`src/rtl/dc_pkg.sv`:
```
// Shared constants and state encoding for the rr_grant_idx arbiter and its
// downstream dc decoder.
package dc_pkg;

  // Default index width (N = 2**DEF_WIDTH requesters) and hold-counter width.
  localparam int unsigned DEF_WIDTH  = 2;
  localparam int unsigned DEF_HOLD_W = 8;

  // Arbiter state: no owner, or a grant is being held.
  typedef enum logic {
    IDLE  = 1'b0,
    GRANT = 1'b1
  } arb_state_e;

endpackage : dc_pkg

```
`src/rtl/rr_grant_idx_pick.sv`:
```
// rr_pick: rotating-priority search. Returns the first requester at or after
// ptr (wrapping modulo N) and a flag saying whether any requester is active.
//   req : N-bit request vector
//   ptr : search start index
//   idx : selected index (0 when any=0)
//   any : at least one request bit is set
module rr_pick #(
  parameter int unsigned width = 2
) (
  input  logic [(1<<width)-1:0] req,
  input  logic [width-1:0]      ptr,
  output logic [width-1:0]      idx,
  output logic                  any
);

  localparam int unsigned N = 1 << width;

  logic [width-1:0] cand;

  // Walk ptr, ptr+1, ... with natural width-bit wrap; first hit wins.
  always_comb begin
    idx  = '0;
    any  = 1'b0;
    cand = '0;
    for (int k = 0; k < N; k++) begin
      cand = ptr + width'(k);
      if (!any && req[cand]) begin
        idx = cand;
        any = 1'b1;
      end
    end
  end

endmodule : rr_pick

```
`src/rtl/rr_grant_idx.sv`:
```
// rr_grant_idx: round-robin arbiter producing a registered binary grant index
// and grant-valid that feed a one-hot decoder (dc.a / dc.Ena).
//   clk, rst_n : clock, asynchronous active-low reset
//   req        : request vector, bit i = requester i
//   done       : current owner releases the grant (only looked at while Ena=1)
//   a          : granted index (holds its value while idle)
//   Ena        : grant valid
//   Tout       : one-cycle pulse when the hold limit forced the release
module rr_grant_idx
  import dc_pkg::*;
#(
  parameter int unsigned width    = DEF_WIDTH,
  parameter int unsigned HOLD_W   = DEF_HOLD_W,
  parameter int unsigned MAX_HOLD = 16
) (
  input  logic                  clk,
  input  logic                  rst_n,
  input  logic [(1<<width)-1:0] req,
  input  logic                  done,
  output logic [width-1:0]      a,
  output logic                  Ena,
  output logic                  Tout
);

  localparam int unsigned N = 1 << width;
  localparam logic        HAS_LIMIT = (MAX_HOLD != 0);
  // Last permitted counter value; only meaningful when HAS_LIMIT.
  localparam logic [HOLD_W-1:0] LIMIT_CNT =
    (MAX_HOLD != 0) ? HOLD_W'(MAX_HOLD - 1) : '0;

  arb_state_e        state_q, state_d;
  logic [width-1:0]  ptr_q,   ptr_d;
  logic [width-1:0]  a_q,     a_d;
  logic [HOLD_W-1:0] cnt_q,   cnt_d;
  logic              tout_q,  tout_d;

  logic [width-1:0]  pick_idx_c;
  logic              pick_any_c;
  logic              own_req_c;
  logic              limit_hit_c;

  rr_pick #(
    .width (width)
  ) u_pick (
    .req (req),
    .ptr (ptr_q),
    .idx (pick_idx_c),
    .any (pick_any_c)
  );

  assign own_req_c   = req[a_q];
  assign limit_hit_c = HAS_LIMIT && (cnt_q == LIMIT_CNT);

  // Next-state: grant from IDLE, release on done / dropped request / limit.
  always_comb begin
    state_d = state_q;
    ptr_d   = ptr_q;
    a_d     = a_q;
    cnt_d   = cnt_q;
    tout_d  = 1'b0;
    unique case (state_q)
      IDLE: begin
        if (pick_any_c) begin
          state_d = GRANT;
          a_d     = pick_idx_c;
          cnt_d   = '0;
        end
      end
      GRANT: begin
        if (done || !own_req_c || limit_hit_c) begin
          state_d = IDLE;
          ptr_d   = a_q + width'(1);
          // Timeout only when the limit is the sole reason for releasing.
          tout_d  = limit_hit_c && !done && own_req_c;
        end else begin
          cnt_d   = cnt_q + HOLD_W'(1);
        end
      end
      default: state_d = IDLE;
    endcase
  end

  // State and output registers.
  always_ff @(posedge clk or negedge rst_n) begin
    if (!rst_n) begin
      state_q <= IDLE;
      ptr_q   <= '0;
      a_q     <= '0;
      cnt_q   <= '0;
      tout_q  <= 1'b0;
    end else begin
      state_q <= state_d;
      ptr_q   <= ptr_d;
      a_q     <= a_d;
      cnt_q   <= cnt_d;
      tout_q  <= tout_d;
    end
  end

  assign a    = a_q;
  assign Ena  = (state_q == GRANT);
  assign Tout = tout_q;

endmodule : rr_grant_idx
```
`config.mk`:
```
export PLATFORM = sky130hd
export DESIGN_NAME = rr_grant_idx
export DESIGN_NICKNAME = d
export VERILOG_FILES = /design/src/rtl/dc_pkg.sv /design/src/rtl/rr_grant_idx_pick.sv /design/src/rtl/rr_grant_idx.sv
export SDC_FILE = /design/constraint.sdc
export NUM_CORES = 1
export LEC_CHECK = 0
export BUFFER_PORTS_ARGS = -buffer_cell sky130_fd_sc_hd__buf_2
export CAP_MARGIN = 0
export CORE_ASPECT_RATIO = 0.9
export CORE_UTILIZATION = 33
export CTS_BUF_LIST = sky130_fd_sc_hd__clkbuf_4 sky130_fd_sc_hd__clkbuf_8 sky130_fd_sc_hd__clkbuf_16
export CTS_CLUSTER_SIZE = 12
export DETAILED_ROUTE_END_ITERATION = 7
export PLACE_DENSITY_LB_ADDON = 0.3
export SLEW_MARGIN = 20
export SYNTH_ARGS = -nofsm -noshare
export SYNTH_HDL_FRONTEND = slang
export SYNTH_SLANG_ARGS = --single-unit
```
`constraint.sdc`:
```
create_clock -name clk -period 4.3 [get_ports clk]
set_input_delay 0.645 -clock clk [delete_from_list [all_inputs] [get_ports clk]]
set_output_delay 0.645 -clock clk [all_outputs]
set_load 0.05 [all_outputs]
```
# [Yosys cells after proc, flatten, opt, wreduce, memory -nomap -nowiden]
# Cells that the tools add are included.
[word_totals] rom_bits=0 reg_bits=14 mem_bits_rw=0 latchBits=0 input_bits=7 n_memories=0
[op_classes] shift=0 n_div=0 magnitude_cmp=5 n_mul=0 eq_ne=3 reduce_logical=15 mux=26 n_addsub=5 bitwise_logic=1
[ops] op="8-bit 2-to-1 mux" n=2
[ops] op="8-bit case mux with 2 select lines" n=1
[ops] op="2-bit by 3-bit less-than comparator with 1-bit output, second input constant" n=5
[ops] op="1-bit 2-to-1 mux" n=13
[ops] op="1-bit binary-select mux with 2-bit select" n=5
[ops] op="8-bit by 1-bit adder with 8-bit output, second input constant" n=1
[ops] op="8-bit by 4-bit equality test with 1-bit output, second input constant" n=1
[ops] op="2-bit 2-to-1 mux" n=4
[ops] op="2-bit AND reduction" n=3
[ops] op="1-bit logical AND" n=5
[ops] op="1-bit logical NOT" n=5
[ops] op="2-bit by 1-bit adder with 2-bit output, second input constant" n=2
[ops] op="2-bit adder, second input constant" n=2
[ops] op="2-bit != test, second input constant" n=2
[ops] op="1-bit logical OR" n=2
[ops] op="1-bit case mux with 2 select lines" n=1
[ops] op="1-bit NOT" n=1

# [Logic depth before layout (Yosys ltp)]
# Gate-level depths: netlist (run 1).
[logic_depth] word_depth=14 ltp_mapped=5 depth_no_buf=5

# [Hierarchy]
# From an unflattened synthesis (run 1), not the netlist that was laid out.
[hier_totals] cells_unflattened=101 hier_area_um2=894.6
[by_module_without_submodules] mod="rr_grant_idx" n_inst=1 cells_each=86 area_per_inst_um2=817.0 seq_area_each_um2=350.3
[by_module_without_submodules] mod="rr_pick" n_inst=1 cells_each=15 area_per_inst_um2=77.6 seq_area_each_um2=0.0

# [Worst setup path before layout (run 1)]
# No wires, ideal clock.
[synth_timing] path_type="register to register" startpoint="register a_q[0] (netlist: a[0])" endpoint="register cnt_q[0]" path_stages_with_launch=6 synth_period_minus_slack_ps=1830 t_required_ps=4172 t_arrival_ps=1701 slack_ps=2470 n_path_buf=1 cell_sequence="dfrtp_1 > mux2_2 > a22oi_1 > buf_4 > nor2_1 > mux2i_1"
[synth_via] elab_chain_cells=7
[synth_rtl] item="from (decl)" line="rr_grant_idx.sv:33" rtl="logic [width-1:0] a_q, a_d;"
[synth_rtl] item="from (signal assigned)" line="rr_grant_idx.sv:88" rtl="a_q <= '0;"
[synth_rtl] item="from (signal assigned)" line="rr_grant_idx.sv:94" rtl="a_q <= a_d;"
[synth_rtl] item="1-bit binary-select mux with 2-bit select" line="rr_grant_idx.sv:51" rtl="assign own_req_c = req[a_q];"
[synth_rtl] item="1-bit 2-to-1 mux (implied by the code)" line="rr_grant_idx.sv:51"
[synth_rtl] item="1-bit logical NOT" line="rr_grant_idx.sv:70" rtl="if (done || !own_req_c || limit_hit_c) begin"
[synth_rtl] item="1-bit logical OR (2 in a row)" line="rr_grant_idx.sv:70"
[synth_rtl] item="2-bit != test (no source line)"
[synth_rtl] item="2-bit AND reduction (no source line)"
[synth_rtl] item="to (signal assigned)" line="rr_grant_idx.sv:95" rtl="cnt_q <= cnt_d;"
[synth_rtl] item="to (decl)" line="rr_grant_idx.sv:34" rtl="logic [HOLD_W-1:0] cnt_q, cnt_d;"
# No other way between the ends. The select of a mux whose other input is x is not followed.
# A chain may end at the register's enable or synchronous reset.

# [Worst setup path in the final report (run 1)]
[layout_timing] startpoint="register a_q[0] (netlist: a[0])" endpoint="register cnt_q[1]"
# The elaborated chain is that of the path after synthesis.

==> results.yml, run 1 <==
synth:
  ys_seq_area_frac: 0.4368
  netlist_instances: 82
  synth_ff_type: "dfrtp_1"
  synth_nets: 90
  synth-async-reset-ratio: 1.000
  synth-edff-count: 0
  ys_seq_elements: 14
  avgSynthCellArea_um2: 9.781
  ys_types: 32
  synth_area_um2: 802.0
  ys_warn_count: 0
detailed_routing:
  via_per_inst: 5.545
  drc_errors: 0
  dr.pass1.iters: 4
  post_drt_wl_per_cell_um: 13.08
  drtAntennaViolNets: 0
  first_iter_violations: 10
  vias: 671
  routed_wl_mm: 1.583
finish:
  layout.nets: 103
  drive_gt1_frac: 0.2447
  seq_area_um2: 350.3
  fill_cells: 230
  multi_input_comb_area_um2: 425.4
  area.growth.synth_to_final_pct: 13.57
  antenna_cells: 0
timing:
  rsz0062_at_grt: "false"
  fin_crit_ps: 2016
  finalHoldViolations: 0
  finalClockSkew_ps: 14.30
  fmax_ghz: 0.4961
  tns_ps: 0
  finalCritPeriodShare: 0.4688
  slew_viol_final: 0
  relSlewSlack: 0.4196
  setup_violations: 0
  worstMarginPinSlew_ps: 870.6
clock_network:
  cts-root-buf: "clkbuf_4"
  hold_buffers: 0
  cts_sinks: 14
  cts_made_buffers: 3
  clkLatencyLatePin_ps: 290
  cts_tree: "done"
  htreeDepth: 1
  cts_resized: 0
  clk_pin_slew_ps: 100
  postCtsSetupRepairBufs: 0
  cts.path.max_buffers: 2
power_and_ir_drop:
  p_total_uw: 514.8
  power_per_cell_area_nw_per_um2: 565.2
  ir_drop_mv: 0.3193
  power_leakage_uw: 0.0003813
floorplanning:
  rows: 16
  ioPinCount: 11
  die_x_um: 53.97
  die-area_um2: 2632
  design.core.area_um2: 2242
  die_y_um: 48.77
  start_util: 0.3577
worst_setup_path:
  arrival_ps: 2170
  cp_max_fo: 13
  worstPathRequired_ps: 4460
  crit_path_start_kind: "flop"
  crit_type: "flop to flop"
  worstSetupEndpointType: "flop"
global_route:
  grt_overflow: 0
  track_usage: 0.1426
  grt_pass1_vias: 628
  antenna_found_initial: 0
  grt_pass1_wl_mm: 2.718
  grt_max_degree: 15
placement:
  port_buffers: 10
  dp_hpwl_mm: 1.166
  place.gp.congestion: 0.8838
worst_hold_path:
  hold_path.class: "input port to asynchronous set/reset pin"
job:
  cap_violations: 0
status:
  status: "complete, no violations"
[cell usage in the layout (no fill, tap or decap), drive strengths merged]
cell    Yosys  layout
nand3       2       2
nor4        1       1
o31ai       4       4
o41ai       2       2
a22oi       2       2
inv         4       4
xor2        1       1
dfrtp      14      14
o21ai       4       4
or2         2       2
ha          1       1
mux2i       4       4
mux2        3       3
nor3b       1       1
nor3        1       1
nor2b       1       1
nand4       2       2
buf         1      10
o311ai      2       2
nand2b      1       1
o21a        1       1
clkbuf      1       4
a21oi       7       7
and3b       1       1
or4         5       5
nand2       7       7
nor2        6       6
o22ai       1       1
[area by class of cell]
cell class | count | area share
multi-input combinational | 62 | 0.4670
sequential | 14 | 0.3846
timing repair buffer | 10 | 0.05495
clock buffer | 4 | 0.03984
tap | 27 | 0.03709
inverter | 4 | 0.01648
[metal layers]
metal / GRT usage / part of all wire / vias to the layer above / wire [µm]
li1: - / - / 335 / -
met1: 0.1806 / 0.48 / 323 / 764
met2: 0.2160 / 0.47 / 11 / 744
met3: 0.06542 / 0.038 / 2 / 60
met4: 0.03509 / 0.0082 / 0 / 13
met5: 0 / 0 / - / 0
[final timing paths]
path                                 startpoint                    to  slack, ps  depth (start not counted)
setup / recovery               a[0]$_DFFE_PN0P_  cnt_q[1]$_DFFE_PN0P_       2280                          4
hold / removal                            rst_n  cnt_q[7]$_DFFE_PN0P_        230                          1
setup reg to reg               a[0]$_DFFE_PN0P_  cnt_q[1]$_DFFE_PN0P_       2280                          4
hold reg to reg            cnt_q[0]$_DFFE_PN0P_  cnt_q[0]$_DFFE_PN0P_        550                          1
max in group asynchronous                 rst_n  cnt_q[1]$_DFFE_PN0P_       3810                          1
min in group clk           cnt_q[0]$_DFFE_PN0P_  cnt_q[0]$_DFFE_PN0P_        550                          1
[Yosys cell counts, types with 2 or more instances]
| cell | count | share of area |
|---|---|---|
| or2_2 | 2 | 0.016 |
| o311ai_0 | 2 | 0.022 |
| nand4_1 | 2 | 0.016 |
| a21oi_1 | 7 | 0.044 |
| nand2_1 | 7 | 0.033 |
| nand3_1 | 2 | 0.012 |
| o31ai_1 | 4 | 0.037 |
| o41ai_1 | 2 | 0.022 |
| o21ai_0 | 3 | 0.019 |
| or4_1 | 4 | 0.037 |
| nor2_1 | 5 | 0.023 |
| inv_1 | 4 | 0.019 |
| dfrtp_1 | 14 | 0.44 |
| mux2i_1 | 4 | 0.050 |
| mux2_2 | 3 | 0.042 |
[kinds of logic after synthesis]
logic type | after synthesis | synth area share
xor+xnor | 1 | 0.01092
fa+ha+maj | 1 | 0.01560
mux | 7 | 0.09204
buf+inv | 6 | 0.03275
flops | 14 | 0.4368
simple gates | 30 | 0.2153
compound gates | 23 | 0.1966
[critical path, stage by stage, from the launching register on]
cell,delay (ps)
dfrtp_1,460
mux2_2,380
a22oi_1,710
nor2_1,180
mux2i_1,170
[sequential cells by signal, indices dropped and copies added, names as in the netlist]
name and flops:
ptr_q 2, Tout 1, a 2, cnt_q 8, Ena 1
[per-stage QoR]
step | util | cells | hold slack [ps] | cell area [µm²] | worst slack [ps]
global route | 0.4063 | 121 | 256.8 | 910.9 | 2077
CTS | 0.4063 | 121 | 245.4 | 910.9 | 2300
floorplan | - | 82 | 349.4 | 802.0 | 2470
global placement | 0.3901 | 117 | 526.2 | 874.6 | 2127
finish | 0.4063 | 121 | 232.9 | 910.9 | 2284
detailed placement | 0.3901 | 117 | 536.5 | 874.6 | 2081
[power breakdown]
group | internal (µW) | switching (µW)
Combinational | 79.0 | 133
Sequential | 163 | 43.2
Clock | 51.5 | 44.6
Power figures use the tool's default switching activity.
==> inputs of run 2 (changes only) <==
- clock period: 4.3 -> 1.6 ns (I/O delays scaled with it)
==> results.yml, run 2 (synthesis results as in run 1) <==
finish:
  area.growth.synth_to_final_pct: 33.39
  layout_commonest_cell: "buf_4"
  regMostFlops: "cnt_q"
  drive_gt1_frac: 0.4364
  antenna_cells: 0
  largest_register_ffs: 8
  final_cell_mix: "14 x buf_4, 10 x dfrtp_1, 10 x buf_2"
  layout.nets: 119
  fill_cells: 220
global_route:
  grt_pass1_wl_mm: 3.015
  grt_max_degree: 15
  grt_pass1_vias: 697
  antenna_found_initial: 0
  track_usage: 0.1552
  grt_overflow: 0
floorplanning:
  rows: 16
  die-area_um2: 2632
  design.core.area_um2: 2242
  ioPinCount: 11
  die_x_um: 53.97
  die_y_um: 48.77
  start_util: 0.3577
worst_setup_path:
  arrival_ps: 1740
  worstSetupEndpointType: "flop"
  path_cells: "or4_4, nor2_4, o21ai_2, mux2_2"
  crit_path_start_kind: "flop"
  critPathSlowestCell: "or4_4"
  path_delay_family: "simple AND/OR/NAND/NOR gates"
  cpPeakStageDelay_ps: 560
  worstPathRequired_ps: 1770
  worst-path-buf-inv: 0
  cp_max_fo: 5
  crit_type: "flop to flop"
detailed_routing:
  vias: 756
  dr.pass1.iters: 4
  post_drt_wl_per_cell_um: 13.08
  drc_errors: 0
  first_iter_violations: 7
  routed_wl_mm: 1.792
  via_per_inst: 5.518
  drtAntennaViolNets: 0
timing:
  fmax_ghz: 0.6374
  finalHoldViolations: 0
  finalCritPeriodShare: 0.9806
  fin_crit_ps: 1569
  setup_violations: 0
  setup_slack_ps: 31.12
  whs_ps: 301.9
  finalClockSkew_ps: 5.100
  worstMarginPinSlew_ps: 375.8
  rsz0062_at_grt: "true"
  slew_viol_final: 0
  tns_ps: 0
  relSlewSlack: 0.7472
placement:
  port_buffers: 10
  place.gp.congestion: 0.7482
  dp_hpwl_mm: 1.277
  dpl_worst_slack_ps: -3.254
clock_network:
  htreeDepth: 1
  cts_sinks: 14
  clk_pin_slew_ps: 80
  cts_tree: "done"
  cts_made_buffers: 3
  cts-root-buf: "clkbuf_4"
  cts.path.max_buffers: 2
  clkLatencyLatePin_ps: 280
status:
  status: "complete, no violations"
power_and_ir_drop:
  power_per_cell_area_nw_per_um2: 1396
  ir_drop_mv: 0.8204
  power_leakage_uw: 0.0004680
job:
  cap_violations: 0
worst_hold_path:
  hold_path.class: "input port to flop"
## run 2: cell count changes in the layout (fill, tap and decap cells not counted), sizes merged
cell         delta
dlygate4sd3     +1
buf            +15
## run 2: final timing paths
kind / depth (start not counted) / from / to / slack (ps)
setup / recovery: 4 / cnt_q[6]$_DFFE_PN0P_ / ptr_q[1]$_DFFE_PN0P_ / 30
hold / removal: 3 / req[3] / a[0]$_DFFE_PN0P_ / 300
setup reg to reg: 4 / cnt_q[6]$_DFFE_PN0P_ / ptr_q[1]$_DFFE_PN0P_ / 30
hold reg to reg: 1 / cnt_q[0]$_DFFE_PN0P_ / cnt_q[0]$_DFFE_PN0P_ / 540
max in group asynchronous: 2 / rst_n / a[0]$_DFFE_PN0P_ / 960
min in group asynchronous: 2 / rst_n / Tout$_DFF_PN0_ / 370
## run 2: layout make-up
type	count	area, µm²	share of cell area
clock buffers	4	30.03	0.02807
well taps	27	33.78	0.03158
multi-input cells	62	459.2	0.4292
flip-flops and latches	14	355.3	0.3322
inverters	4	15.01	0.01404
repair buffers	26	176.4	0.1649
## run 2: power by group
group	internal, µW	leakage (µW)	total [µW]	switching, µW
Combinational	305	0.000271	729	424
Clock	114	0.0000184	226	112
Sequential	446	0.000179	538	92.0
Total	865	0.000468	1490	628
## run 2: metal layers
layer / share of wire / track usage
met1: 0.49 / 0.2078
met2: 0.46 / 0.2325
met3: 0.035 / 0.06542
met4: 0.013 / 0.02632
met5: 0 / 0
## run 2: worst reg2reg max path, stage by stage, from the launching register on
cell,delay (ps)
dfrtp_1,380
or4_4,560
nor2_4,150
o21ai_2,90
mux2_2,270
## run 2: stage by stage
stage | std cells | total power [µW] | util | cell area, µm²
floorplan | 82 | 1040 | - | 823.3
global placement | 126 | 1234 | 0.4297 | 963.4
detailed placement | 126 | 1247 | 0.4297 | 963.4
CTS | 133 | 1482 | 0.4542 | 1018
global route | 137 | 1598 | 0.4771 | 1070
finish | 137 | 1493 | 0.4771 | 1070
## run 2: what timing repair did
action	in CTS	in global routing
setup endpoints to repair	1	9
hold buffers	1	0
pin swaps	3	4
endpoints found under the hold margin	14	0
gates resized for setup	0	7
gates cloned	0	0
buffers inserted	2	5
==> inputs of run 3 (changes only) <==
- CORE_MARGIN: not set -> 3
==> results.yml, run 3 (synthesis results as in run 1) <==
worst_setup_path:
  cp_max_fo: 7
  worstPathRequired_ps: 1760
  crit_path_start_kind: "flop"
  worstSetupEndpointType: "flop"
  crit_type: "flop to flop"
  arrival_ps: 1800
timing:
  rsz0062_at_grt: "true"
  finalCritPeriodShare: 1.025
  finalClockSkew_ps: 11.16
  fin_crit_ps: 1640
  setup_violations: 1
  fmax_ghz: 0.6098
  worstMarginPinSlew_ps: 353.9
  relSlewSlack: 0.7610
  setup_slack_ps: -39.92
  slew_viol_final: 0
  finalHoldViolations: 0
power_and_ir_drop:
  p_sw_frac: 0.4219
  comb_power_share: 0.484
  power_per_cell_area_nw_per_um2: 1434
  p_total_uw: 1480
  ir_drop_mv: 0.7955
  seqPwrFrac: 0.362
  p_int_uw: 855.6
  clockPowerShare: 0.154
  power_leakage_uw: 0.0004420
  switchingPower_uw: 624.3
placement:
  dp_hpwl_mm: 1.350
  place.gp.congestion: 0.7267
  port_buffers: 10
  placed_cells: 126
job:
  cap_violations: 0
finish:
  drive_gt1_frac: 0.4095
  final_cell_mix: "10 x buf_2, 9 x dfrtp_1, 9 x buf_4"
  largest_register_ffs: 8
  multi_input_comb_area_um2: 457.9
  fin_cells: 132
  antenna_cells: 0
  fill_cells: 230
  seq_area_um2: 356.6
  regMostFlops: "cnt_q"
  layout_commonest_cell: "buf_2"
  layout.nets: 114
  area.growth.synth_to_final_pct: 28.71
floorplanning:
  die_x_um: 57.97
  design.core.area_um2: 2242
  rows: 16
  die_y_um: 52.77
  ioPinCount: 11
  start_util: 0.3577
  die-area_um2: 3059
clock_network:
  cts.path.max_buffers: 2
  cts_tree: "done"
  htreeDepth: 1
  cts_sinks: 14
  clkLatencyLatePin_ps: 280
  cts-root-buf: "clkbuf_4"
  clk_pin_slew_ps: 90
  cts_made_buffers: 3
global_route:
  grt_pass1_wl_mm: 3.036
  track_usage: 0.1301
  grt_pass1_vias: 652
  grt_overflow: 0
  antenna_found_initial: 0
  grt_max_degree: 15
detailed_routing:
  first_iter_violations: 5
  post_drt_wl_per_cell_um: 13.48
  vias: 700
  drc_errors: 0
  drtAntennaViolNets: 0
  routed_wl_mm: 1.779
  via_per_inst: 5.303
  dr.pass1.iters: 4
status:
  violations: "negative setup slack"
  status: "complete, but fails checks"
worst_hold_path:
  hold_path.class: "input port to flop"
-- run 3: cell types whose count changed in the layout (fill, tap and decap cells not counted) --
cell / previous run / this run
a21oi_1: 5 / 6
a21oi_2: 2 / 1
buf_4: 14 / 9
dfrtp_1: 10 / 9
dfrtp_2: 4 / 5
or2_2: 2 / 1
or2_4: 0 / 1
-- run 3: path summary, 6_finish.rpt --
| check | start | to | slack (ps) | depth (start not counted) |
|---|---|---|---|---|
| setup / recovery | cnt_q[5]$_DFFE_PN0P_ | ptr_q[1]$_DFFE_PN0P_ | -40 | 4 |
| hold / removal | req[3] | a[0]$_DFFE_PN0P_ | 310 | 3 |
| setup reg to reg | cnt_q[5]$_DFFE_PN0P_ | ptr_q[1]$_DFFE_PN0P_ | -40 | 4 |
| hold reg to reg | cnt_q[2]$_DFFE_PN0P_ | cnt_q[2]$_DFFE_PN0P_ | 530 | 1 |
| max in group asynchronous | rst_n | a[0]$_DFFE_PN0P_ | 950 | 2 |
| min in group asynchronous | rst_n | Tout$_DFF_PN0_ | 370 | 2 |
-- run 3: cell type report --
type / instances / share of cell area
timing repair buffer: 21 / 0.1345
inverter: 4 / 0.01455
clock buffer: 4 / 0.02909
multi-input combinational: 62 / 0.4436
tap: 27 / 0.03273
sequential: 14 / 0.3455
-- run 3: power by group through the flow --
stage               sequential (µW)  clock, µW  combinational [µW]
floorplan                       682          0                 358
global placement                538          0                 697
detailed placement              545          0                 705
CTS                             538        239                 709
global route                    554        257                 786
finish                          536        228                 716
-- run 3: per-stage QoR --
stage               setup WS [ps]  utilization  instance area, µm²  TNS (ps)  hold slack [ps]
finish                     -39.92       0.4604                1032    -39.92            312.5
global route               -70.08       0.4604                1032    -108.6            341.5
CTS                         2.586       0.4475                1003         0            288.0
detailed placement          13.12       0.4297               963.4         0            161.9
global placement            33.55       0.4297               963.4         0            159.5
floorplan                   23.10            -               823.3         0           -55.59
-- run 3: metal layers --
| layer | routed length (µm) | GRT usage | vias to the layer above | part of all wire |
|---|---|---|---|---|
| met5 | 0 | 0 | - | 0 |
| met4 | 0 | 0.01158 | 0 | 0 |
| met3 | 66 | 0.05172 | 0 | 0.037 |
| met2 | 827 | 0.1992 | 9 | 0.46 |
| met1 | 884 | 0.1778 | 334 | 0.50 |
| li1 | - | - | 357 | - |
-- run 3: repair_timing --
action / CTS / global route
hold buffers: 1 / 0
hold endpoints to repair: 14 / 0
gates resized for setup: 0 / 8
buffers inserted: 0 / 1
endpoints found under the setup margin: 0 / 6
-- run 3: critical path, stage by stage (launching register included) --
cell and delay (ps):
dfrtp_1 390, or4_4 560, nor2_4 200, o21ai_2 90, mux2_2 280
